File: config.mk
export PLATFORM = sky130hd
export DESIGN_NAME = jtcop_ba_resp
export DESIGN_NICKNAME = d
export VERILOG_FILES = /design/src/rtl/jtcop_ba_resp.sv
export SDC_FILE = /design/constraint.sdc
export NUM_CORES = 1
export LEC_CHECK = 0
export ABC_CLOCK_PERIOD_IN_PS = 5000
export CAP_MARGIN = 40
export CORE_MARGIN = 5
export CORE_UTILIZATION = 45
export CTS_CLUSTER_DIAMETER = 60
export DETAILED_ROUTE_END_ITERATION = 8
export PLACE_DENSITY = 0.95
export SLEW_MARGIN = 20
export SYNTH_ARGS = -nofsm -noshare
export SYNTH_HDL_FRONTEND = slang
export SYNTH_SLANG_ARGS = --single-unit
export TNS_END_PERCENT = 50
File: constraint.sdc
create_clock -name clk -period 5 [get_ports clk]
set_input_delay 1.25 -clock clk [delete_from_list [all_inputs] [get_ports clk]]
set_output_delay 1.25 -clock clk [all_outputs]
set_load 0.1 [all_outputs]
File: src/rtl/jtcop_ba_resp.sv
`default_nettype none
// ============================================================================
// Module   : jtcop_ba_resp
// Purpose  : Round-robin responder for the 4-bank SDRAM request interface,
//            serving one transaction at a time on a fixed-latency memory port.
// Revision : 1.0
// ============================================================================
module jtcop_ba_resp #(
    parameter int AW      = 22,
    parameter int BURST   = 2,
    parameter int MEM_LAT = 2
) (
    input  logic          clk,
    input  logic          rst,
    input  logic [AW-1:0] ba0_addr,
    input  logic [AW-1:0] ba1_addr,
    input  logic [AW-1:0] ba2_addr,
    input  logic [AW-1:0] ba3_addr,
    input  logic [3:0]    ba_rd,
    input  logic          ba_wr,
    input  logic [15:0]   ba0_din,
    input  logic [1:0]    ba0_din_m,
    output logic [3:0]    ba_ack,
    output logic [3:0]    ba_dst,
    output logic [3:0]    ba_dok,
    output logic [3:0]    ba_rdy,
    output logic [15:0]   data_read,
    output logic [AW+1:0] mem_addr,
    output logic          mem_rd,
    output logic          mem_wr,
    output logic [15:0]   mem_din,
    output logic [1:0]    mem_wrmask,
    input  logic [15:0]   mem_dout
);

    localparam logic [1:0] S_IDLE  = 2'd0;
    localparam logic [1:0] S_READ  = 2'd1;
    localparam logic [1:0] S_WRITE = 2'd2;
    localparam logic [1:0] S_WAIT  = 2'd3;

    logic [1:0]         state_q, state_d;
    logic [1:0]         ptr_q, ptr_d, bank_q, bank_d, gnt, idx;
    logic               gnt_vld, start;
    logic [3:0]         req, bank_oh;
    logic [AW-1:0]      addr_q, addr_d;
    logic [15:0]        din_q, din_d, data_q, data_d;
    logic [1:0]         mask_q, mask_d;
    logic [2:0]         cnt_q, cnt_d;
    logic [3:0]         ack_q, ack_d, dst_q, dst_d, dok_q, dok_d, rdy_q, rdy_d;
    logic [MEM_LAT-1:0] tv_q, tv_d, tf_q, tf_d, tl_q, tl_d;

    assign req     = {ba_rd[3:1], ba_rd[0] | ba_wr};
    assign bank_oh = 4'b0001 << bank_q;
    assign start   = (state_q == S_IDLE) && gnt_vld;

    // First requester above the last winner gets the slot
    always_comb begin
        gnt     = '0;
        gnt_vld = 1'b0;
        idx     = '0;
        for (int i = 1; i <= 4; i++) begin
            idx = ptr_q + 2'(i);
            if (!gnt_vld && req[idx]) begin
                gnt_vld = 1'b1;
                gnt     = idx;
            end
        end
    end

    always_ff @(posedge clk or posedge rst) begin
        if (rst) state_q <= S_IDLE;
        else     state_q <= state_d;
    end

    always_comb begin
        state_d = state_q;
        case (state_q)
            S_IDLE:  if (gnt_vld) state_d = (gnt == 2'd0 && ba_wr) ? S_WRITE : S_READ;
            S_READ:  if (|rdy_q)  state_d = S_IDLE;
            S_WRITE: state_d = S_WAIT;
            S_WAIT:  if (|rdy_q)  state_d = S_IDLE;
            default: state_d = S_IDLE;
        endcase
    end

    always_comb begin
        mem_rd     = (state_q == S_READ) && (cnt_q < 3'(BURST));
        mem_wr     = (state_q == S_WRITE);
        mem_addr   = (mem_rd || mem_wr) ? {bank_q, addr_q + AW'(cnt_q)} : '0;
        mem_din    = mem_wr ? din_q  : '0;
        mem_wrmask = mem_wr ? mask_q : '0;
    end

    always_comb begin
        ptr_d  = ptr_q;
        bank_d = bank_q;
        addr_d = addr_q;
        din_d  = din_q;
        mask_d = mask_q;
        cnt_d  = cnt_q;
        ack_d  = '0;
        if (start) begin
            ptr_d  = gnt;
            bank_d = gnt;
            din_d  = ba0_din;
            mask_d = ba0_din_m;
            cnt_d  = '0;
            ack_d  = 4'b0001 << gnt;
            case (gnt)
                2'd0:    addr_d = ba0_addr;
                2'd1:    addr_d = ba1_addr;
                2'd2:    addr_d = ba2_addr;
                default: addr_d = ba3_addr;
            endcase
        end else if (mem_rd) begin
            cnt_d = cnt_q + 3'd1;
        end
    end

    // Return tags ride alongside each read so the output stage knows first/last
    always_comb begin
        tv_d[0] = mem_rd;
        tf_d[0] = (cnt_q == 3'd0);
        tl_d[0] = (cnt_q == 3'(BURST - 1));
        for (int i = 1; i < MEM_LAT; i++) begin
            tv_d[i] = tv_q[i-1];
            tf_d[i] = tf_q[i-1];
            tl_d[i] = tl_q[i-1];
        end
        dok_d  = tv_q[MEM_LAT-1] ? bank_oh : 4'b0000;
        dst_d  = (tv_q[MEM_LAT-1] && tf_q[MEM_LAT-1]) ? bank_oh : 4'b0000;
        rdy_d  = (tv_q[MEM_LAT-1] && tl_q[MEM_LAT-1]) ? bank_oh :
                 (state_q == S_WRITE)                ? 4'b0001 : 4'b0000;
        data_d = tv_q[MEM_LAT-1] ? mem_dout : data_q;
    end

    always_ff @(posedge clk or posedge rst) begin
        if (rst) begin
            ptr_q  <= 2'd3;
            bank_q <= '0;
            addr_q <= '0;
            din_q  <= '0;
            mask_q <= '0;
            cnt_q  <= '0;
            ack_q  <= '0;
            dst_q  <= '0;
            dok_q  <= '0;
            rdy_q  <= '0;
            data_q <= '0;
            tv_q   <= '0;
            tf_q   <= '0;
            tl_q   <= '0;
        end else begin
            ptr_q  <= ptr_d;
            bank_q <= bank_d;
            addr_q <= addr_d;
            din_q  <= din_d;
            mask_q <= mask_d;
            cnt_q  <= cnt_d;
            ack_q  <= ack_d;
            dst_q  <= dst_d;
            dok_q  <= dok_d;
            rdy_q  <= rdy_d;
            data_q <= data_d;
            tv_q   <= tv_d;
            tf_q   <= tf_d;
            tl_q   <= tl_d;
        end
    end

    assign ba_ack    = ack_q;
    assign ba_dst    = dst_q;
    assign ba_dok    = dok_q;
    assign ba_rdy    = rdy_q;
    assign data_read = data_q;

endmodule
`default_nettype wire

# After elaboration in Yosys (flattened, before gate mapping)
# Index checks and enable logic that the tools add are counted.
# classes
addsub	5
magnitude_cmp	5
n_eq_ne	8
n_shift	2
muxes	31
n_bitwise	1
n_reduce_logical	19
# op_table
cell	count
$pmux 22 s3	1
$mux 24	1
$add 22x3->22	1
$mux 16	1
$mux 2	8
$mux 4	4
$lt 2x3->1 const B	4
$mux 1	9
$bmux 1 s2	4
$logic_and 1x1->1	8
$shl 1x2->4 const A	2
$eq 2x2->1 const B	3
$mux 3	2
$pmux 2 s3	1
$add 2x2->2 const B	2
$eq 2x1->1 const B	2
$logic_not 2->1	2
$reduce_or 4->1	1
$add 3x1->3 const B	1
$eq 3x1->1 const B	1
$logic_not 1->1	3
$logic_not 3->1	1
$lt 3x2->1 const B	1
$add 2x1->2 const B	1
other kinds (7)	7
# totals
register_bits	87
in_bits	129
output_inout_bits	76

# Depth between registers and ports, before layout
# Gate-level depths: netlist (run 1).
# logic_depth
word_depth	18
mapped_depth	7
ltp_nobuf	7

# Worst setup path before layout (run 1)
# Ideal clock, no wire load.
# synth_path
kind	register -> output
start	register state_q[1]
end	output port mem_addr[14]
arrival_time_ns	6.313
slack_ns	-2.563
path_stages_with_launch	5
path_buffers	1
path_cell_list	dfrtp_1 nor4b_1 nor2_1 clkbuf_1 a21oi_1
# synth_via
elab_chain_cells	4
# synth_rtl
item	line_no	source
start: declaration	41	logic [1:0] state_q, state_d;
start signal: assignment	72	else state_q <= state_d;
$eq 2x1->1	87	mem_rd = (state_q == S_READ) && (cnt_q < 3'(BURST));
$logic_and 1x1->1	87	
named net mem_rd	29	output logic mem_rd,
$logic_or 1x1->1	89	mem_addr = (mem_rd || mem_wr) ? {bank_q, addr_q + AW'(cnt_q)} : '0;
$mux 24	89	
end: declaration	28	output logic [AW+1:0] mem_addr,
# The timed path passes the listed nets, and every way through them passes these cells.

# Final worst setup path (run 1)
# layout_path
start	register cnt_q[1]
end	output port mem_addr[19]
# layout_via
elab_chain_cells	4
# layout_rtl
item	line_no	source
start: declaration	48	logic [2:0] cnt_q, cnt_d;
start signal: assignment	159	cnt_q <= cnt_d;
branches (longest 3 deep; another with $add 22x3->22)	--	
$mux 24 (*)	89	
# Mark *: on every way between the ends.

==> results of run 1 <==
-- worst paths after layout --
check	start	end	slack, ns
min in group asynchronous	rst	ba_ack[1]	1.20
worst min-delay path	tl_q[0]	tl_q[1]	0.37
max in group asynchronous	rst	ptr_q[1]	2.93
worst max-delay path	cnt_q[1]	mem_addr[19]	0.89
worst min register to register	tl_q[0]	tl_q[1]	0.37
worst max register to register	ptr_q[1]	addr_q[1]	2.45
-- area by class of cell --
type,count,area share [%]
clock buffers,9,1.656
clock inverters,7,1.004
inverters,7,0.3681
multi-input cells,325,29.21
flip-flops and latches,87,29.15
well taps,133,2.225
repair buffers,248,36.39
-- registers in the layout, indices dropped and copies added (netlist names), 3 cells and up --
name,flops
ba_ack,4
addr_q,22
data_read,16
ba_rdy,4
din_q,16
ba_dst,4
ba_dok,4
cnt_q,3
-- per-stage QoR --
step	worst slack [ns]	hold WS, ns	utilization, %	instance area, µm²	total power, mW
3_5_place_dp	1.171	0.3471	74.15	7214	3.792
4_1_cts	0.8790	0.3688	76.20	7413	4.287
2_1_floorplan	0.05524	0.3312	-	4476	2.874
6_report	0.8885	0.3706	76.86	7478	4.278
5_1_grt	0.7107	0.3732	76.86	7478	4.495
3_3_place_gp	1.349	0.3319	67.12	6530	3.365
-- Yosys cell counts, types with 2 or more instances --
library cell	number	area, µm²
a21oi_1	9	45.04
nand3_1	6	30.03
mux2i_1	44	440.4
o21ai_0	8	40.04
clkbuf_1	15	56.30
nand2_1	92	345.3
dfrtp_1	85	2127
nor3b_1	2	15.01
mux2_2	16	180.2
and3_1	3	18.77
and2_1	25	156.4
nor2b_1	7	43.79
o21a_1	4	30.03
nor3_1	5	25.02
a22oi_1	2	15.01
inv_1	7	26.28
nor2_1	26	97.59
a21o_1	2	15.01
buf_2	8	40.04
nor4_1	2	12.51
nor4b_1	2	17.52
nand2b_1	4	25.02
o221ai_1	22	192.7
ha_1	6	75.07
xnor2_1	11	96.34
xor2_1	4	35.03
dfstp_2	2	52.55
or3_1	6	37.54
-- logic make-up (layout without fill, tap and decap cells) --
group                    Yosys count  after routing  share of synthesized area [%]
AND/OR/NAND/NOR                  188            188                          20.20
flip-flops                        87             87                          48.86
multiplexers                      60             60                          13.91
AO/OA/AOI/OAI                     55             55                          9.200
buffers and inverters             30            271                          2.749
XOR/XNOR                          15             15                          2.945
adder cells (fa/ha/maj)            7              7                          2.132
-- power breakdown --
part           internal [mW]  switching (mW)  total, mW
clock                  0.198           0.290      0.488
combinational          0.964            1.58       2.54
sequential             0.991           0.257       1.25
-- layer usage --
| metal | wire length, µm | part of all wire, % | global-route usage, % | up-vias |
|---|---|---|---|---|
| met1 | 5139 | 35 | 25.92 | 2067 |
| met2 | 8097 | 55 | 47.78 | 186 |
| li1 | - | - | - | 2016 |
| met5 | 0 | 0 | 0 | - |
| met3 | 1160 | 7.9 | 6.518 | 29 |
| met4 | 292 | 2.0 | 8.192 | 0 |
-- worst max-delay path: stages, from the launching register on --
cell     delay (ns)
dfrtp_1        0.48
ha_1           0.32
a21o_1         0.13
a21oi_2        0.13
or4_4          0.54
or3_1          0.36
a21oi_1        0.21
buf_4          0.33
==> summary.md, run 1 <==
| Metric | Value |
|---|---|
| Routed Antenna Nets | `0` |
| Multi-input gate area | `2185 µm²` |
| Worst Tran Pin Value | `0.7160 ns` |
| Fraction of registers with async set/reset | `100.0%` |
| Die Height | `109.6 µm` |
| Core Region | `9729 µm²` |
| Ratio of cells with drive above 1 in the final layout | `19.18%` |
| Initial antenna violation count | `0` |
| Run status | `finished, final reports clean` |
| Die width | `109.6 µm` |
| Slew headroom | `52.27%` |
| Max clock buf depth | `2` |
| Root Buffer | `clkbuf_8` |
| Via Count | `4,298` |
| Initial Util | `45.85%` |
| N_diodes | `0` |
| Power per cell area | `572.1 nW/µm²` |
| Largest net degree at the start of global routing | `66` |
| Worst skew pair latency | `0.36 ns` |
| Mapped Cells | `442` |
| Nets | `814` |
| Worst endpoint required time | `3.75 ns` |
| Overall Global Routing Usage | `24.84%` |
| Slew Viols, Final | `0` |
| DRT iter0 DRCs | `222` |
| Post CTS Setup Buffer Count | `0` |
| Post-cts hold buffer count | `0` |
| CP endpoint kind | `primary output` |
| Via/cell ratio | `5.267` |
| Vias in the first global route | `4,709` |
| Sequential Area | `2180 µm²` |
| CP Class | `register to primary output` |
| Layout Cells excl Fill | `816` |
| Max Clock Freq | `243.2 MHz` |
| Worst EP arrival | `2.86 ns` |
| Crit path time final | `4.112 ns` |
| CTS Sinks | `87` |
| RSZ-0062 raised after global routing | `false` |
| Primary FF master, synth | `dfrtp_1` |
| Total CTS buffers | `9` |
| Synth Cell Area | `4461 µm²` |
| Number of synthesized flops with an enable pin | `0` |
| Final setup vio count | `0` |
| Area growth syn-to-layout | `67.66%` |
| Final worst path period share | `82.23%` |
| Most common cell after layout, fill and taps aside | `clkdlybuf4s50_1` |
| Max IR drop VDD | `0.0004234 V` |
| Leak pwr | `3.386 nW` |
| # resized after CTS | `0` |
| Clock Skew | `0.01202 ns` |
| Hold crit path type | `register to register` |
| Number of H-tree levels | `3` |
| Hpwl dp | `11,860 µm` |
| Hold Crit Depth | `0` |
| Drt wl/cell | `18.00 µm` |
| Setup TNS | `0 ns` |
| Flops & latches, synth | `87` |
| Ports | `205` |
| Placed cell count | `796` |
| TritonRoute pass-1 iters | `4` |
| Die ar. | `12,000 µm²` |
| Average cell area after synthesis | `10.09 µm²` |
| Final WL | `14,690 µm` |
| Synth cell types | `45` |
| # fillers | `622` |
| CTS clock-pin slew for the worst setup and hold paths | `0.09 ns` |
| R2R depth | `6` |
| Commonest non-fill, non-tap cells in the layout | `clkdlybuf4s50_1 (161), nand2_1 (92), dfrtp_1 (85)` |
| Crit Path Max Fanout | `9` |
| Routability congestion estimate | `0.7923` |
| First-pass GRT wire length | `22,950 µm` |
| TritonCTS clock tree | `done` |
| Final Hold Vio Count | `0` |
| Part of the Yosys area used for sequential elements | `48.86%` |
| Post-synthesis net count | `578` |
| IO buf count | `204` |
| Critical Path Source Type | `register` |
| Grt ovf | `0` |
| DR DRC count | `0` |
| Cell row count | `36` |
| Yosys warning count | `0` |
| Max-Cap Viols | `0` |
Power figures use the tool's default switching activity.
==> run 2: changes to the inputs <==
--- a/config.mk
+++ b/config.mk
@@ -5,13 +5,13 @@
 export SDC_FILE = /design/constraint.sdc
 export NUM_CORES = 1
 export LEC_CHECK = 0
-export ABC_CLOCK_PERIOD_IN_PS = 5000
+export ABC_CLOCK_PERIOD_IN_PS = 3910
 export CAP_MARGIN = 40
 export CORE_MARGIN = 5
-export CORE_UTILIZATION = 45
+export CORE_UTILIZATION = 42
 export CTS_CLUSTER_DIAMETER = 60
 export DETAILED_ROUTE_END_ITERATION = 8
-export PLACE_DENSITY = 0.95
+export PLACE_DENSITY = 0.9
 export SLEW_MARGIN = 20
 export SYNTH_ARGS = -nofsm -noshare
 export SYNTH_HDL_FRONTEND = slang
==> constraint.sdc (replaced) <==
create_clock -name clk -period 3.91 [get_ports clk]
set_input_delay 0.9775 -clock clk [delete_from_list [all_inputs] [get_ports clk]]
set_output_delay 0.9775 -clock clk [all_outputs]
set_load 0.1 [all_outputs]
==> run 2 against run 1 <==
Effect of this change: global-route usage decreased by 2.6 points; non-clock buffer count increased by 1; cell count increased by 0.49%; core utilization decreased by 1.0 points; combinational power increased by 36%; via count decreased by 0.23%; worst hold slack got worse by 0.016 ns.
==> summary.md, run 2 (same netlist as run 1, synthesis figures left out) <==
| Metric | Value |
|---|---|
| Run status | `finished, final reports clean` |
| Worst skew pair latency | `0.34 ns` |
| Final WL | `14,270 µm` |
| Drt wl/cell | `17.40 µm` |
| Final setup vio count | `0` |
| Ports | `205` |
| Most common cell after layout, fill and taps aside | `clkdlybuf4s50_1` |
| Routability congestion estimate | `0.7897` |
| Largest register FFs | `22` |
| Hpwl dp | `11,570 µm` |
| Die width | `113.1 µm` |
| CP endpoint kind | `primary output` |
| Core Region | `10,320 µm²` |
| N_diodes | `0` |
| CTS clock-pin slew for the worst setup and hold paths | `0.09 ns` |
| Die ar. | `12,780 µm²` |
| Largest net degree at the start of global routing | `35` |
| Hold endpoint | `tl_q[1]` |
| Final worst path period share | `92.92%` |
| # resized after CTS | `0` |
| CTS Sinks | `87` |
| Worst EP arrival | `2.66 ns` |
| Worst Tran Pin Value | `0.7923 ns` |
| Crit path time final | `3.633 ns` |
| Post CTS Setup Buffer Count | `0` |
| Critical Path Source Type | `register` |
| TritonCTS clock tree | `done` |
| Slew Viols, Final | `0` |
| Max clock buf depth | `2` |
| Max-Cap Viols | `0` |
| Number of H-tree levels | `3` |
| R2R depth | `6` |
| Vias in the first global route | `4,703` |
| Routed Antenna Nets | `0` |
| Power per cell area | `722.1 nW/µm²` |
| Overall Global Routing Usage | `22.21%` |
| Multi-input gate area | `2325 µm²` |
| Reg2Reg Setup Slack | `1.75 ns` |
| RR Startpoint | `ptr_q[1]` |
| Slew headroom | `47.18%` |
| Initial antenna violation count | `0` |
| Max Clock Freq | `275.2 MHz` |
| Setup TNS | `0 ns` |
| Hold slack | `0.3543 ns` |
| Final instance area | `7830 µm²` |
| Final Hold Vio Count | `0` |
| Hold crit path type | `register to register` |
| Area growth syn-to-layout | `75.54%` |
| Worst endpoint required time | `2.93 ns` |
| CP Class | `register to primary output` |
| Largest Register | `addr_q` |
| Initial Util | `43.21%` |
| Max IR drop VDD | `0.0006552 V` |
| Post-cts hold buffer count | `0` |
| Nets | `815` |
| First-pass GRT wire length | `22,760 µm` |
| DRT iter0 DRCs | `199` |
| Die Height | `113.1 µm` |
| RSZ-0062 raised after global routing | `false` |
| Crit Path Max Fanout | `6` |
| Root Buffer | `clkbuf_8` |
| Critical R2R Capture | `addr_q[2]` |
| # fillers | `601` |
| Sequential Area | `2180 µm²` |
| DR DRC count | `0` |
| Cell row count | `37` |
| Placed cell areas | `7637 µm²` |
| Via/cell ratio | `5.229` |
| Setup ws final | `0.2769 ns` |
| Worst hold start | `tl_q[0]` |
| Commonest non-fill, non-tap cells in the layout | `clkdlybuf4s50_1 (160), nand2_1 (92), dfrtp_1 (85)` |
| IO buf count | `204` |
| Via Count | `4,288` |
| Hold Crit Depth | `0` |
| Setup Slack @ Placement | `0.6451 ns` |
| Clock Skew | `0.008877 ns` |
| Leak pwr | `3.432 nW` |
| Grt ovf | `0` |
| TritonRoute pass-1 iters | `4` |
| Total CTS buffers | `9` |
| Ratio of cells with drive above 1 in the final layout | `22.37%` |
run 2: cell count changes in the layout (fill, tap and decap cells not counted), sizes merged:
| cell | delta |
|---|---|
| clkinv | +1 |
| clkbuf | +2 |
| buf | +2 |
| clkdlybuf4s50 | -1 |
| inv | -3 |
run 2: layer usage:
metal	part of all wire [%]	vias up	track usage [%]
met5	0	-	0
met4	3.0	0	8.734
met3	8.0	32	5.775
met2	53	193	41.07
met1	36	2052	24.09
li1	-	2011	-
run 2: final cells by class:
class | count | share of cell area (%)
clock buffers | 11 | 1.934
inverters | 7 | 0.3515
well taps | 136 | 2.173
repair buffers | 249 | 37.49
multi-input cells | 325 | 29.69
clock inverters | 5 | 0.5273
flip-flops and latches | 87 | 27.84
run 2: where the power goes:
part / switching [mW] / internal (mW) / leakage (nW)
Clock: 0.331 / 0.272 / 0.0974
Sequential: 0.334 / 1.27 / 1.08
Combinational: 2.09 / 1.36 / 2.25
Total: 2.76 / 2.90 / 3.43
run 2: stage by stage:
stage | utilization, % | cells | total power, mW
final | 75.85 | 820 | 5.654
after global routing | 75.85 | 820 | 5.931
after CTS | 75.85 | 820 | 5.695
after detailed placement | 73.98 | 804 | 5.088
after global placement | 67.99 | 772 | 4.623
after floorplan | - | 442 | 3.778
run 2: how the worst max path moves through the flow:
stage                          start            to  depth (start not counted)
after floorplan           state_q[1]   mem_addr[0]                          3
after global placement      cnt_q[1]  mem_addr[19]                          7
after detailed placement    cnt_q[1]  mem_addr[21]                          7
after CTS                   cnt_q[1]  mem_addr[21]                          7
after global routing        cnt_q[0]   mem_addr[8]                          8
final                       cnt_q[1]  mem_addr[19]                          7
run 2: critical path, stage by stage (launching register included):
cell	delay, ns
dfrtp_1	0.48
ha_1	0.32
a21o_1	0.13
a21oi_2	0.07
or4_4	0.52
or3_1	0.41
a21oi_4	0.19
buf_12	0.19
==> run 3: changes to the inputs <==
--- a/config.mk
+++ b/config.mk
@@ -7,7 +7,7 @@
 export LEC_CHECK = 0
 export ABC_CLOCK_PERIOD_IN_PS = 3910
 export CAP_MARGIN = 40
-export CORE_MARGIN = 5
+export CORE_MARGIN = 2
 export CORE_UTILIZATION = 42
 export CTS_CLUSTER_DIAMETER = 60
 export DETAILED_ROUTE_END_ITERATION = 8
==> run 3 against run 2 <==
Effect of this change: worst hold slack got worse by 0.0065 ns; routed wire length down 6.6%; sequential cell count unchanged; count of clock-buffer cells in the layout decreased by 2; final area shrank 1.1%; largest power group unchanged; highest routed layer unchanged.
==> summary.md, run 3 (same netlist as run 1, synthesis figures left out) <==
| Metric | Value |
|---|---|
| CP peak stage delay | `0.46 ns` |
| CP endpoint | `mem_addr[20]` |
| Final instance area | `7741 µm²` |
| Grt ovf | `0` |
| Final setup vio count | `0` |
| Largest register FFs | `22` |
| Clock Skew | `0.01363 ns` |
| TritonRoute pass-1 iters | `4` |
| Die Height | `107.1 µm` |
| First-pass GRT wire length | `22,080 µm` |
| Critical Path Stages | `8` |
| Post CTS Setup Buffer Count | `0` |
| Largest Register | `addr_q` |
| CTS clock-pin slew for the worst setup and hold paths | `0.10 ns` |
| Max Clock Freq | `273.0 MHz` |
| Worst setup startpoint | `cnt_q[0]` |
| CP endpoint kind | `primary output` |
| Area growth syn-to-layout | `73.55%` |
| N_diodes | `0` |
| WP buf/inv | `1` |
| Top delay family on crit path | `adder cells` |
| Nets | `814` |
| Worst endpoint required time | `2.93 ns` |
| Critical-path cell list | `ha_1, fa_1, a21oi_1, nand4bb_1, nor3_1, xnor2_1, nor2_4, buf_12` |
| Crit Path Max Fanout | `6` |
| Cell row count | `37` |
| Overall Global Routing Usage | `24.36%` |
| # resized after CTS | `0` |
| Max IR drop VDD | `0.0005766 V` |
| Final Hold Vio Count | `0` |
| Top Metal Used | `met4` |
| Final worst path period share | `93.68%` |
| Ports | `205` |
| Number of H-tree levels | `3` |
| Hpwl dp | `10,650 µm` |
| Initial Util | `43.21%` |
| Die ar. | `11,460 µm²` |
| Slew headroom | `43.93%` |
| Post-cts hold buffer count | `0` |
| Ratio of cells with drive above 1 in the final layout | `22.25%` |
| DR DRC count | `0` |
| Worst EP arrival | `2.69 ns` |
| Commonest non-fill, non-tap cells in the layout | `clkdlybuf4s50_1 (160), nand2_1 (92), dfrtp_1 (85)` |
| Slowest-stage cell, CP | `dfrtp_1` |
| RR Startpoint | `ptr_q[1]` |
| DR WL met3 | `841 µm` |
| Placed cell areas | `7542 µm²` |
| DR WL met2 | `7334 µm` |
| Via Count | `4,307` |
| Core Region | `10,320 µm²` |
| Die width | `107.1 µm` |
| Initial antenna violation count | `0` |
| Max-Cap Viols | `0` |
| Routability congestion estimate | `0.8249` |
| Hold crit path type | `register to register` |
| Power per cell area | `726.0 nW/µm²` |
| Leak pwr | `3.404 nW` |
| TritonCTS clock tree | `done` |
| DRT iter0 DRCs | `207` |
| Run status | `finished, final reports clean` |
| Critical Path Source Type | `register` |
| Setup ws final | `0.2473 ns` |
| RSZ-0062 raised after global routing | `false` |
| Largest net degree at the start of global routing | `44` |
| CTS Sinks | `87` |
| Setup Slack @ Placement | `0.5634 ns` |
| Crit path time final | `3.663 ns` |
| Drt wl/cell | `16.27 µm` |
| Most common cell after layout, fill and taps aside | `clkdlybuf4s50_1` |
| Vias in the first global route | `4,623` |
| CP Class | `register to primary output` |
| Root Buffer | `clkbuf_8` |
| R2R depth | `6` |
| Via/cell ratio | `5.259` |
| Worst skew pair latency | `0.36 ns` |
| Post-Route M1 WL | `4997 µm` |
| Critical R2R Capture | `addr_q[1]` |
| Worst Tran Pin Value | `0.8411 ns` |
| Routed Antenna Nets | `0` |
| Final WL | `13,330 µm` |
| Max clock buf depth | `2` |
| Total CTS buffers | `9` |
| Slew Viols, Final | `0` |
| Reg2Reg Setup Slack | `1.74 ns` |
| IO buf count | `204` |
run 3: stage by stage:
stage	TNS [ns]	hold slack (ns)	utilization (%)	total power [mW]	cells
floorplan	-5.306	0.3312	-	3.778	442
global placement	0	0.3325	67.56	4.587	771
detailed placement	0	0.3347	73.06	5.021	803
CTS	0	0.3507	74.98	5.649	819
global route	0	0.3658	74.98	5.919	819
finish	0	0.3479	74.98	5.620	819
run 3: how the worst min path moves through the flow:
stage                        from  endpoint  slack [ns]  cells past startpoint
final                     tl_q[0]   tl_q[1]        0.35                      0
after global routing      tl_q[0]   tl_q[1]        0.37                      0
after CTS                 tl_q[0]   tl_q[1]        0.35                      0
after detailed placement  tl_q[0]   tl_q[1]        0.33                      0
after global placement    tl_q[0]   tl_q[1]        0.33                      0
after floorplan           tf_q[0]   tf_q[1]        0.33                      0
run 3: final cells by class:
| class | count | area (µm²) |
|---|---|---|
| clock inverters | 7 | 75.07 |
| repair buffers | 248 | 2840 |
| well taps | 136 | 170.2 |
| flip-flops and latches | 87 | 2180 |
| clock buffers | 9 | 123.9 |
| multi-input cells | 325 | 2325 |
| fillers | 647 | 2582 |
| inverters | 7 | 27.53 |
run 3: routing by layer:
| layer | up-vias | global-route usage [%] |
|---|---|---|
| met4 | 0 | 6.401 |
| met2 | 188 | 45.03 |
| li1 | 2004 | - |
| met1 | 2102 | 28.54 |
| met5 | - | 0 |
| met3 | 13 | 4.985 |
run 3: power breakdown:
part / leakage, nW / switching [mW] / total, mW / internal [mW]
Combinational: 2.22 / 2.07 / 3.39 / 1.32
Sequential: 1.08 / 0.341 / 1.61 / 1.27
Clock: 0.0985 / 0.372 / 0.625 / 0.253
Total: 3.40 / 2.78 / 5.62 / 2.84
